--- config.mk ---
export PLATFORM = sky130hd
export DESIGN_NAME = tnoc_packet_unpacker
export DESIGN_NICKNAME = d
export VERILOG_FILES = /design/src/rtl/tnoc_pkg.sv /design/src/rtl/tnoc_header_assembler.sv /design/src/rtl/tnoc_packet_unpacker.sv
export SDC_FILE = /design/constraint.sdc
export NUM_CORES = 1
export LEC_CHECK = 0
export CAP_MARGIN = 0
export CORE_ASPECT_RATIO = 1.2
export CORE_MARGIN = 4
export CORE_UTILIZATION = 45
export DETAILED_ROUTE_END_ITERATION = 8
export GPL_TIMING_DRIVEN = 1
export PLACE_DENSITY = 0.78
export SLEW_MARGIN = 10
export SYNTH_ARGS = -nofsm -noshare
export SYNTH_HDL_FRONTEND = slang
export SYNTH_HIERARCHICAL = 1
export SYNTH_SLANG_ARGS = --single-unit
--- constraint.sdc ---
create_clock -name i_clk -period 2.55 [get_ports i_clk]
set_input_delay 0.3825 -clock i_clk [delete_from_list [all_inputs] [get_ports i_clk]]
set_output_delay 0.3825 -clock i_clk [all_outputs]
set_load 0.03 [all_outputs]
--- src/rtl/tnoc_pkg.sv ---
// Shared types for the NoC endpoint flit unpacker: flit layout, packet types,
// error codes, FSM states and header-flit count helper.
package tnoc_pkg;

  localparam int TNOC_HEADER_WIDTH    = 96;
  localparam int TNOC_FLIT_DATA_WIDTH = 72;
  localparam int TNOC_LENGTH_WIDTH    = 8;
  localparam int TNOC_LENGTH_LSB      = 24;

  typedef enum logic {
    FLIT_HEADER  = 1'b0,
    FLIT_PAYLOAD = 1'b1
  } flit_type_e;

  typedef struct packed {
    flit_type_e                      flit_type;
    logic                            head;
    logic                            tail;
    logic [TNOC_FLIT_DATA_WIDTH-1:0] data;
  } flit_t;

  typedef enum logic [7:0] {
    PKT_READ            = 8'h20,
    PKT_POSTED_WRITE    = 8'h40,
    PKT_NONPOSTED_WRITE = 8'h60,
    PKT_RESPONSE        = 8'h80,
    PKT_RESPONSE_DATA   = 8'hC0
  } packet_type_e;

  typedef enum logic [1:0] {
    ERR_NONE            = 2'd0,
    ERR_UNEXPECTED_HEAD = 2'd1,
    ERR_TYPE_MISMATCH   = 2'd2,
    ERR_TAIL_MISMATCH   = 2'd3
  } error_code_e;

  // DROP only exists when framing checks are built in.
  typedef enum logic [1:0] {
    ST_HEADER  = 2'd0,
    ST_HDR_OUT = 2'd1,
    ST_PAYLOAD = 2'd2
`ifdef TNOC_PACKET_UNPACKER_ERROR_CHECK_EN
    ,ST_DROP   = 2'd3
`endif
  } state_e;

  function automatic int calc_header_flits(input int header_width, input int flit_width);
    return (header_width + flit_width - 1) / flit_width;
  endfunction

endpackage

--- src/rtl/tnoc_header_assembler.sv ---
// Collects header flits into slot positions of one wide header word and tracks
// the slot counter; the word is only written in HEADER, so it holds in HDR_OUT.
module tnoc_header_assembler
  import tnoc_pkg::*;
#(
  parameter int HEADER_WIDTH    = TNOC_HEADER_WIDTH,
  parameter int FLIT_DATA_WIDTH = TNOC_FLIT_DATA_WIDTH,
  parameter int HEADER_FLITS    = calc_header_flits(HEADER_WIDTH, FLIT_DATA_WIDTH),
  parameter int CNT_WIDTH       = $clog2(HEADER_FLITS) + 1
) (
  input  logic                       i_clk,
  input  logic                       i_rst,
  input  logic                       i_clear,
  input  logic                       i_wr,
  input  logic [FLIT_DATA_WIDTH-1:0] i_data,
  output logic [HEADER_WIDTH-1:0]    o_header,
  output logic [HEADER_WIDTH-1:0]    o_header_next,
  output logic                       o_first_slot,
  output logic                       o_last_slot
);

  logic [CNT_WIDTH-1:0]    r_hdr_cnt;
  logic [HEADER_WIDTH-1:0] r_header;
  logic [HEADER_WIDTH-1:0] w_capture;

  // w_capture is the header as it would look with the current flit in its
  // slot, independent of i_wr, so checks can peek at it without a loop.
  for (genvar k = 0; k < HEADER_FLITS; k++) begin : g_slot
    localparam int LO = k * FLIT_DATA_WIDTH;
    localparam int W  = (HEADER_WIDTH - LO < FLIT_DATA_WIDTH) ? HEADER_WIDTH - LO : FLIT_DATA_WIDTH;
    assign w_capture[LO +: W] = (r_hdr_cnt == CNT_WIDTH'(k)) ? i_data[W-1:0] : r_header[LO +: W];
  end

  assign o_first_slot  = (r_hdr_cnt == '0);
  assign o_last_slot   = (r_hdr_cnt == CNT_WIDTH'(HEADER_FLITS - 1));
  assign o_header      = r_header;
  assign o_header_next = w_capture;

  always_ff @(posedge i_clk) begin
    if (i_rst) begin
      r_header <= '0;
    end else if (i_wr) begin
      r_header <= w_capture;
    end
  end

  always_ff @(posedge i_clk) begin
    if (i_rst || i_clear) begin
      r_hdr_cnt <= '0;
    end else if (i_wr) begin
      r_hdr_cnt <= o_last_slot ? '0 : r_hdr_cnt + 1'b1;
    end
  end

endmodule

--- src/rtl/tnoc_packet_unpacker.sv ---
// NoC endpoint flit unpacker: header reassembly, zero-latency payload pass-through.
// Define TNOC_PACKET_UNPACKER_ERROR_CHECK_EN to build in framing checks and DROP.
//
// state      | meaning
// -----------+-----------------------------------------------------------
// ST_HEADER  | accepting header flits into slots
// ST_HDR_OUT | presenting assembled header, flit input stalled
// ST_PAYLOAD | forwarding payload flits combinationally, counting to length
// ST_DROP    | discarding flits of a malformed packet until tail (check build)
module tnoc_packet_unpacker
  import tnoc_pkg::*;
#(
  parameter int HEADER_WIDTH    = TNOC_HEADER_WIDTH,
  parameter int FLIT_DATA_WIDTH = TNOC_FLIT_DATA_WIDTH,
  parameter int LENGTH_WIDTH    = TNOC_LENGTH_WIDTH,
  parameter int LENGTH_LSB      = TNOC_LENGTH_LSB
) (
  input  logic                       i_clk,
  input  logic                       i_rst,
  input  logic                       i_flit_valid,
  output logic                       o_flit_ready,
  input  logic [FLIT_DATA_WIDTH+2:0] i_flit,
  output logic                       o_header_valid,
  input  logic                       i_header_ready,
  output logic [HEADER_WIDTH-1:0]    o_header,
  output logic                       o_payload_valid,
  input  logic                       i_payload_ready,
  output logic [FLIT_DATA_WIDTH-1:0] o_payload,
  output logic                       o_payload_last,
  output logic                       o_error,
  output logic [1:0]                 o_error_code
);

  localparam int HEADER_FLITS = calc_header_flits(HEADER_WIDTH, FLIT_DATA_WIDTH);
  localparam int HDR_CNT_W    = $clog2(HEADER_FLITS) + 1;
  localparam int PAY_CNT_W    = LENGTH_WIDTH + 1;

  state_e r_state;
  state_e w_next;

  logic                       w_flit_type;
  logic                       w_flit_head;
  logic                       w_flit_tail;
  logic [FLIT_DATA_WIDTH-1:0] w_flit_data;

  logic                       w_flit_ready;
  logic                       w_accept;
  logic                       w_bad;
  logic                       w_err;
  state_e                     w_err_dest;

  logic                       w_hdr_wr;
  logic                       w_hdr_clear;
  logic                       w_hdr_first;
  logic                       w_hdr_last;
  logic [HEADER_WIDTH-1:0]    w_header_next;

  logic [PAY_CNT_W-1:0]       r_pay_cnt;
  logic [PAY_CNT_W-1:0]       w_pay_expected;
  logic [LENGTH_WIDTH-1:0]    w_length;
  logic                       w_pay_last;
  logic                       w_pay_xfer;

  assign w_flit_type = i_flit[FLIT_DATA_WIDTH+2];
  assign w_flit_head = i_flit[FLIT_DATA_WIDTH+1];
  assign w_flit_tail = i_flit[FLIT_DATA_WIDTH];
  assign w_flit_data = i_flit[FLIT_DATA_WIDTH-1:0];

  tnoc_header_assembler #(
    .HEADER_WIDTH    (HEADER_WIDTH),
    .FLIT_DATA_WIDTH (FLIT_DATA_WIDTH),
    .HEADER_FLITS    (HEADER_FLITS),
    .CNT_WIDTH       (HDR_CNT_W)
  ) u_hdr (
    .i_clk         (i_clk),
    .i_rst         (i_rst),
    .i_clear       (w_hdr_clear),
    .i_wr          (w_hdr_wr),
    .i_data        (w_flit_data),
    .o_header      (o_header),
    .o_header_next (w_header_next),
    .o_first_slot  (w_hdr_first),
    .o_last_slot   (w_hdr_last)
  );

  // A zero length field means the full 2**LENGTH_WIDTH payload flits.
  assign w_length       = o_header[LENGTH_LSB +: LENGTH_WIDTH];
  assign w_pay_expected = (w_length == '0) ? PAY_CNT_W'(1 << LENGTH_WIDTH) : PAY_CNT_W'(w_length);
  assign w_pay_last     = (r_pay_cnt == w_pay_expected - 1'b1);

  always_comb begin
    w_flit_ready = 1'b0;
    case (r_state)
      ST_HEADER:  w_flit_ready = 1'b1;
      ST_PAYLOAD: w_flit_ready = i_payload_ready;
`ifdef TNOC_PACKET_UNPACKER_ERROR_CHECK_EN
      ST_DROP:    w_flit_ready = 1'b1;
`endif
      default:    w_flit_ready = 1'b0;
    endcase
  end

  assign w_accept = i_flit_valid && w_flit_ready;

`ifdef TNOC_PACKET_UNPACKER_ERROR_CHECK_EN
  logic        w_check_en;
  logic        w_exp_head;
  logic        w_exp_tail;
  logic        w_exp_type;
  error_code_e w_bad_code;
  logic        r_error;
  error_code_e r_error_code;

  // w_bad depends on the flit only, so payload valid never depends on ready.
  always_comb begin
    w_check_en = 1'b0;
    w_exp_head = 1'b0;
    w_exp_tail = 1'b0;
    w_exp_type = FLIT_HEADER;
    case (r_state)
      ST_HEADER: begin
        w_check_en = 1'b1;
        w_exp_head = w_hdr_first;
        w_exp_tail = w_hdr_last && !w_header_next[HEADER_WIDTH-2];
      end
      ST_PAYLOAD: begin
        w_check_en = 1'b1;
        w_exp_type = FLIT_PAYLOAD;
        w_exp_tail = w_pay_last;
      end
      default: w_check_en = 1'b0;
    endcase
    w_bad      = 1'b0;
    w_bad_code = ERR_NONE;
    if (w_check_en && i_flit_valid) begin
      if (w_flit_head != w_exp_head) begin
        w_bad      = 1'b1;
        w_bad_code = ERR_UNEXPECTED_HEAD;
      end else if (w_flit_type != w_exp_type) begin
        w_bad      = 1'b1;
        w_bad_code = ERR_TYPE_MISMATCH;
      end else if (w_flit_tail != w_exp_tail) begin
        w_bad      = 1'b1;
        w_bad_code = ERR_TAIL_MISMATCH;
      end
    end
  end

  assign w_err_dest = w_flit_tail ? ST_HEADER : ST_DROP;

  always_ff @(posedge i_clk) begin
    if (i_rst) begin
      r_error      <= 1'b0;
      r_error_code <= ERR_NONE;
    end else begin
      r_error <= w_err;
      if (w_err) begin
        r_error_code <= w_bad_code;
      end
    end
  end

  assign o_error      = r_error;
  assign o_error_code = r_error_code;
`else
  logic w_unused;

  assign w_bad        = 1'b0;
  assign w_err_dest   = ST_HEADER;
  assign o_error      = 1'b0;
  assign o_error_code = 2'd0;
  assign w_unused     = ^{w_flit_type, w_flit_head, w_flit_tail, w_header_next, w_hdr_first};
`endif

  assign w_err = w_bad && w_flit_ready;

  always_comb begin
    w_next = r_state;
    case (r_state)
      ST_HEADER: begin
        if (w_accept) begin
          if (w_err) begin
            w_next = w_err_dest;
          end else if (w_hdr_last) begin
            w_next = ST_HDR_OUT;
          end
        end
      end
      ST_HDR_OUT: begin
        if (i_header_ready) begin
          w_next = o_header[HEADER_WIDTH-2] ? ST_PAYLOAD : ST_HEADER;
        end
      end
      ST_PAYLOAD: begin
        if (w_accept) begin
          if (w_err) begin
            w_next = w_err_dest;
          end else if (w_pay_last) begin
            w_next = ST_HEADER;
          end
        end
      end
`ifdef TNOC_PACKET_UNPACKER_ERROR_CHECK_EN
      ST_DROP: begin
        if (w_accept && w_flit_tail) begin
          w_next = ST_HEADER;
        end
      end
`endif
      default: w_next = ST_HEADER;
    endcase
  end

  always_ff @(posedge i_clk) begin
    if (i_rst) begin
      r_state <= ST_HEADER;
    end else begin
      r_state <= w_next;
    end
  end

  // Re-entering HEADER (including after a framing error there) restarts slot 0.
  assign w_hdr_wr    = w_accept && (r_state == ST_HEADER) && !w_err;
  assign w_hdr_clear = (w_next == ST_HEADER) && ((r_state != ST_HEADER) || w_err);

  assign o_flit_ready    = w_flit_ready;
  assign o_header_valid  = (r_state == ST_HDR_OUT);
  assign o_payload_valid = (r_state == ST_PAYLOAD) && i_flit_valid && !w_bad;
  assign o_payload       = w_flit_data;
  assign o_payload_last  = (r_state == ST_PAYLOAD) && w_pay_last;
  assign w_pay_xfer      = o_payload_valid && i_payload_ready;

  always_ff @(posedge i_clk) begin
    if (i_rst || (r_state != ST_PAYLOAD)) begin
      r_pay_cnt <= '0;
    end else if (w_pay_xfer) begin
      r_pay_cnt <= r_pay_cnt + 1'b1;
    end
  end

endmodule

# After elaboration in Yosys (flattened, before gate mapping)

Cells that the tools add are included.

Mux-type cells: 10
Reductions and logical operators: 15
Equality and inequality tests: 5
Add/sub/neg operators: 3

Operators by type and width:

| kind                  | count |
|---|---|
| $mux W2               | 7 |
| $add A9 B1 Y9 const B | 1 |
| $eq A9 B9 Y1          | 1 |
| $mux W9               | 1 |
| $sub A9 B1 Y9 const B | 1 |
| $logic_not A8 Y1      | 1 |
| $logic_and A1 B1 Y1   | 6 |
| $logic_not A2 Y1      | 3 |
| $pmux W2 S3           | 1 |
| $eq A2 B1 Y1 const B  | 2 |
| $reduce_and A2 Y1     | 2 |
| $add A2 B1 Y2 const B | 1 |
| $eq A2 B2 Y1 const B  | 1 |
| $logic_or A1 B1 Y1    | 2 |
| $ne A2 B2 Y1 const B  | 1 |
| $pmux W1 S2           | 1 |
| $reduce_bool A2 Y1    | 1 |

Output and inout bits: 175
Bits of input ports: 80
Logic and storage cells: 38
Flip-flop bits (word level): 109

# Logic depth before layout (Yosys ltp)

Gate-level depths: netlist of run 1.

Depth in word-level cells: 10
Depth in mapped cells: 9
Depth with buffers taken out: 9

# Cells and area by module

Netlist of run 1, hierarchy kept.

By module, submodules not included:

| module                | cells each | area an instance (um2) | seq. area each (um2) | times used |
|---|---|---|---|---|
| tnoc_header_assembler | 508        | 5345.1                 | 1961.9               | 1 |
| tnoc_packet_unpacker  | 191        | 1455.1                 | 220.2                | 1 |

# Worst setup path after synthesis of run 1

Ideal clock, no wire load.

Path kind: flip-flop to output port
Start point: register u_hdr.r_header[24], in the netlist u_hdr/o_header[24]
End point: output o_payload_last
Path buffers: 0
Path slack: 57 ps
Data required time: 2168 ps
Data arrival time: 2111 ps
Stages on the path, launching flop included: 9
Path through: dfxtp_1 inv_1 ha_1 nor3b_2 a211oi_1 or3_1 nand4_2 nor3_1 and3_1

Word-level cells in the longest chain between the ends: 5

RTL lines:

| item                    | line                        | source |
|---|---|---|
| start, declared         | tnoc_header_assembler.sv:23 | `logic [HEADER_WIDTH-1:0] r_header;` |
| start signal, assigned  | tnoc_header_assembler.sv:43 | `r_header <= w_capture;` |
| $logic_not A8 Y1        | tnoc_packet_unpacker.sv:88  | `assign w_pay_expected = (w_length == '0) ? PAY_CNT_W'(1 << LENGTH_WIDTH) : PAY_CNT_W'(w_length);` |
| $mux W9 (*)             | tnoc_packet_unpacker.sv:88  |  |
| $sub A9 B1 Y9 (*)       | tnoc_packet_unpacker.sv:89  | `assign w_pay_last = (r_pay_cnt == w_pay_expected - 1'b1);` |
| $eq A9 B9 Y1 (*)        | tnoc_packet_unpacker.sv:89  |  |
| $logic_and A1 B1 Y1 (*) | tnoc_packet_unpacker.sv:230 | `assign o_payload_last = (r_state == ST_PAYLOAD) && w_pay_last;` |
| end, declared           | tnoc_packet_unpacker.sv:29  | `output logic o_payload_last,` |

Mark *: on every way between the ends. The rest lies on a longest branch, timed or not.

# Worst setup path in the final report of run 1

Start point: register u_hdr.r_header[25], in the netlist u_hdr/o_header[25]
End point: output o_payload_last

Same word-level chain as after synthesis.

==> flow_metrics.tcl, run 1 <==
set metrics [dict create \
    status "finished, violations left" \
    violations "setup timing" \
    r2r_cells 9 \
    die-area_sq_um 14450 \
    hold_end "u_hdr/o_header[75]" \
    rsz0062_at_grt "yes" \
    avgRoutedWirePerCell_um 15.70 \
    drv_slew 0 \
    final_nets 841 \
    viasPerCell 4.798 \
    fin_util_pct 65.97 \
    p_leak_uw 0.003143 \
    seqPwrFrac_pct 41.1 \
    rows 44 \
    root_buffer "clkbuf_16" \
    holdCritStartpoint "u_hdr/o_header[75]" \
    first_pass_iters 4 \
    cts_tree "built" \
    grt_usage_pct 19.68 \
    fmax_mhz 391.9 \
    r2r_slack_ps 200 \
    yosysWarnings 6 \
    internal_power_uw 3180 \
    crit_path_start_kind "flop" \
    synth_area_per_cell_sq_um 9.531 \
    drcViolationCount 0 \
    skew_ps 8.138 \
    grt_max_degree 71 \
    setup_viol_count_final 1 \
    cts_buffer_depth 2 \
    swShare_pct 31.64 \
    overflow 0 \
    place_ws_ps 102.7 \
    power.density_nw_per_um2 577.0 \
    hold-path-cell-count 2 \
    drt_iter0_markers 160 \
    hold_violations 0 \
    setup.worst_path.class "reg -> out" \
    crit_start "u_hdr/o_header[25]" \
    peakVddDrop_v 0.0003565 \
    r2r_start "u_hdr/o_header[25]" \
    r2r-end "u_hdr/r_hdr_cnt[0]" \
    diodes 0 \
    dpl.hpwl_mm 11.01 \
    fp.dieW_um 110.4 \
    cts_hold_buffers 0 \
    core_sq_um 12220 \
    vias 4433 \
    synth_area_sq_um 5662 \
    cts_sinks 109 \
    grt_pass1_wl_mm 22.40 \
    required_ps 2170 \
    endpoint_kind "primary output" \
    fp.dieH_um 130.9 \
    start_util_pct 46.32 \
    max_slew_margin_pct 59.57 \
    tightest_slew_ps 606.5 \
    totalWireLength_mm 14.51 \
    tns_ps -1.698 \
    top_level_ports 255 \
    hold_class "reg -> reg" \
    path_clk_slew_ps 70 \
    globalplace.congestion 0.8371 \
    combPwrFrac_pct 30.2 \
    place_area_sq_um 7687 \
    area_growth_pct 42.41 \
    path_max_fanout 5 \
    clockPowerShare_pct 28.8 \
    cts_htree_levels 3 \
    final_layout_size_suffix_gt1_share_pct 6.291 \
    power_uw 4652 \
    finalCritPeriodShare_pct 100.1 \
    maxCapViolCount 0 \
    fin_area_sq_um 8063 \
    worst_slack_ps -1.698 \
    cts_made_buffers 9 \
    p_sw_uw 1472 \
    antenna_left 0 \
    syn-instance-count 594 \
    antenna_found_initial 0 \
    worst_skew_pair.late_latency_ps 340 \
    first_global_vias 4674 \
    arrival_ps 2170 \
    port_buffers 248 \
    period_needed_ps 2552 \
]
-- through the flow --
stage | instances | hold slack, ps
after floorplan | 596 | 452.9
after global placement | 905 | 457.0
after detailed placement | 905 | 465.3
after CTS | 923 | 477.1
after global routing | 924 | 495.5
final | 924 | 470.7
-- worst max-delay path: stages, from the launching register on --
cell     delay (ps)
dfxtp_2         370
inv_1            90
ha_4            170
nor3b_4         160
buf_4           150
o21ai_0         270
a22oi_2         170
nor2_1          120
and3_1          190
buf_6           140
-- timing repair --
action                                  4_1_cts  5_1_grt
buffers inserted                              2        1
endpoints found under the setup margin        1        2
pin swaps                                     3        1
gates resized for setup                      11        5
-- how the worst max path moves through the flow --
stage | cells past startpoint | to | slack (ps)
after floorplan | 8 | o_payload_last | 70
after global placement | 5 | u_hdr/o_header[24] | 170
after detailed placement | 5 | u_hdr/o_header[34] | 100
after CTS | 8 | o_payload_last | 10
after global routing | 9 | o_payload_last | -100
final | 9 | o_payload_last | -2
-- area by class of cell --
class	instances	area, sq um
clock buffer	11	242.7
clock inverter	5	43.79
fill	999	4159
inverter	6	22.52
multi-input combinational	372	2784
sequential	109	2185
tap	161	201.4
timing repair buffer	260	2584
-- registers in the layout, summed over array words and instances (netlist names) --
signal / count
r_state: 2
u_hdr/r_hdr_cnt: 2
r_pay_cnt: 9
u_hdr/o_header: 96
-- power groups by stage --
stage	registers (uW)	logic, uW	clock network (uW)
4_1_cts	1910	1400	1380
3_5_place_dp	1950	1370	0
2_1_floorplan	2170	656	0
3_3_place_gp	1940	1360	0
5_1_grt	1930	1480	1450
6_report	1910	1400	1340
-- placed cells by master (no fill, tap or decap), drive strengths merged, types with 3 or more instances in the layout --
cell type,count
ha,3
buf,14
o21ai,4
mux2i,98
nor2,16
a21oi,3
nor2b,3
nor3,5
dfxtp,109
nand2,11
xor2,12
conb,3
nor3b,4
xnor2,3
and3,3
nand3,6
clkbuf,11
nor4,4
inv,8
clkdlybuf4s50,246
nand2b,170
-- routing by layer --
layer	vias to the layer above	wire length, um	share of wire [%]	track usage, %
met5	-	0	0	0
met4	0	252	1.7	6.522
met3	18	1292	8.9	7.617
met2	162	7663	53	36.00
met1	2067	5300	37	20.44
li1	2186	-	-	-
No activity file was read; power rests on OpenSTA's default activity.
==> run 2, diff against run 1 <==
--- a/config.mk
+++ b/config.mk
@@ -5,13 +5,12 @@
 export SDC_FILE = /design/constraint.sdc
 export NUM_CORES = 1
 export LEC_CHECK = 0
-export CAP_MARGIN = 0
 export CORE_ASPECT_RATIO = 1.2
 export CORE_MARGIN = 4
 export CORE_UTILIZATION = 45
 export DETAILED_ROUTE_END_ITERATION = 8
 export GPL_TIMING_DRIVEN = 1
-export PLACE_DENSITY = 0.78
+export PLACE_DENSITY_LB_ADDON = 0.1
 export SLEW_MARGIN = 10
 export SYNTH_ARGS = -nofsm -noshare
 export SYNTH_HDL_FRONTEND = slang
==> run 2 against run 1 <==
The run now ends clean. Clock power grew 13%. First-iteration DRC count shrank 14%. Utilization grew 0.55 points. Count of clock-buffer cells in the layout shrank 1. Largest cell class unchanged. Highest routed layer unchanged.
==> flow_metrics.tcl, run 2 (synthesis results as in run 1) <==
set metrics [dict create \
    root_buffer "clkbuf_16" \
    final_cells 927 \
    vias 4401 \
    grt_max_degree 73 \
    period_needed_ps 2504 \
    first_pass_iters 4 \
    worst_slack_ps 46.12 \
    required_ps 2170 \
    power.density_nw_per_um2 595.6 \
    r2r_slack_ps 210 \
    grt_pass1_wl_mm 21.69 \
    totalWireLength_mm 14.23 \
    crit_path_start_kind "flop" \
    hold_class "reg -> reg" \
    overflow 0 \
    hold_violations 0 \
    port_buffers 248 \
    antenna_found_initial 0 \
    max_slew_margin_pct 59.95 \
    fp.dieW_um 110.4 \
    diodes 0 \
    slowest_delay_ps 470 \
    layout_commonest_cell "clkdlybuf4s50_1" \
    place_area_sq_um 7700 \
    placedCellCount 905 \
    final_cell_mix "clkdlybuf4s50_1, nand2b_1, dfxtp_1" \
    fmax_mhz 399.4 \
    crit_top_cell "buf_6" \
    peakVddDrop_v 0.0003105 \
    top_level_ports 255 \
    cts_made_buffers 9 \
    path_clk_slew_ps 80 \
    setup.worst_path.class "reg -> out" \
    cts_htree_levels 3 \
    status "finished clean" \
    final_nets 844 \
    largest_reg_flops 96 \
    grt_usage_pct 19.14 \
    arrival_ps 2120 \
    cts_sinks 109 \
    endpoint_kind "primary output" \
    final_layout_size_suffix_gt1_share_pct 7.050 \
    area_growth_pct 43.60 \
    cts_hold_buffers 0 \
    finalCritPeriodShare_pct 98.19 \
    avgRoutedWirePerCell_um 15.35 \
    worst_path_max_delay_cell "or4b_4" \
    setup_viol_count_final 0 \
    antenna_left 0 \
    core_sq_um 12220 \
    drv_slew 0 \
    maxCapViolCount 0 \
    rows 44 \
    dpl.hpwl_mm 10.72 \
    cts_tree "built" \
    die-area_sq_um 14450 \
    worstPathCellList "buf_6 -> or4b_4 -> o21ai_2 -> or3_1 -> nand4_2 -> nor3_2 -> and3_1 -> buf_6" \
    place_ws_ps 161.8 \
    tightest_slew_ps 600.8 \
    p_leak_uw 0.003183 \
    fin_area_sq_um 8130 \
    rsz0062_at_grt "yes" \
    skew_ps 10.12 \
    viasPerCell 4.748 \
    cts_buffer_depth 2 \
    worst_skew_pair.late_latency_ps 350 \
    start_util_pct 46.32 \
    drcViolationCount 0 \
    first_global_vias 4441 \
    fp.dieH_um 130.9 \
    drt_iter0_markers 138 \
    path_max_fanout 3 \
    globalplace.congestion 0.8067 \
]
## run 2: worst max-delay path: cells and delay by family, from the launching register on
| kind | cells | cell delay (ps) |
|---|---|---|
| and+or+nand+nor | 5 | 1100 |
| DFF | 1 | 340 |
| buffers and inverters | 2 | 250 |
| AOI/OAI and AO/OA | 1 | 80 |
## run 2: final cells by class
type | instances | area [sq um]
clock inverter | 6 | 95.09
inverter | 6 | 25.02
fill | 1010 | 4091
timing repair buffer | 263 | 2623
multi-input combinational | 372 | 2768
tap | 161 | 201.4
clock buffer | 10 | 229.0
sequential | 109 | 2190
## run 2: stage by stage
step	util [%]	TNS (ps)	hold slack, ps	power (uW)
2_1_floorplan	-	0	452.9	2824
3_3_place_gp	63.00	0	457.0	3305
3_5_place_dp	63.00	0	463.6	3325
4_1_cts	66.05	0	476.9	4862
5_1_grt	66.52	-62.24	487.3	5043
6_report	66.52	0	474.1	4842
## run 2: repair_timing
item / in CTS / in global routing
gates resized for setup: 12 / 8
pin swaps: 2 / 8
setup endpoints to repair: 1 / 1
setup buffers: 1 / 5
## run 2: final timing paths
kind | cells past startpoint | to | start
hold reg to reg | 2 | u_hdr/o_header[57] | u_hdr/o_header[57]
hold / removal | 2 | u_hdr/o_header[57] | u_hdr/o_header[57]
setup / recovery | 8 | o_payload_last | u_hdr/o_header[24]
setup reg to reg | 9 | u_hdr/r_hdr_cnt[1] | u_hdr/o_header[25]
## run 2: per-layer routing
metal  track usage [%]  part of all wire [%]  up-vias
li1                  -                     -     2206
met1             21.37                    38     2023
met2             33.07                    50      152
met3             7.371                   9.2       20
met4             6.812                   2.2        0
met5                 0                     0        -
## run 2: power breakdown
| part | total [uW] | switching, uW | internal [uW] |
|---|---|---|---|
| clock network | 1520 | 649 | 871 |
| registers | 1910 | 85.9 | 1830 |
| logic | 1410 | 749 | 661 |
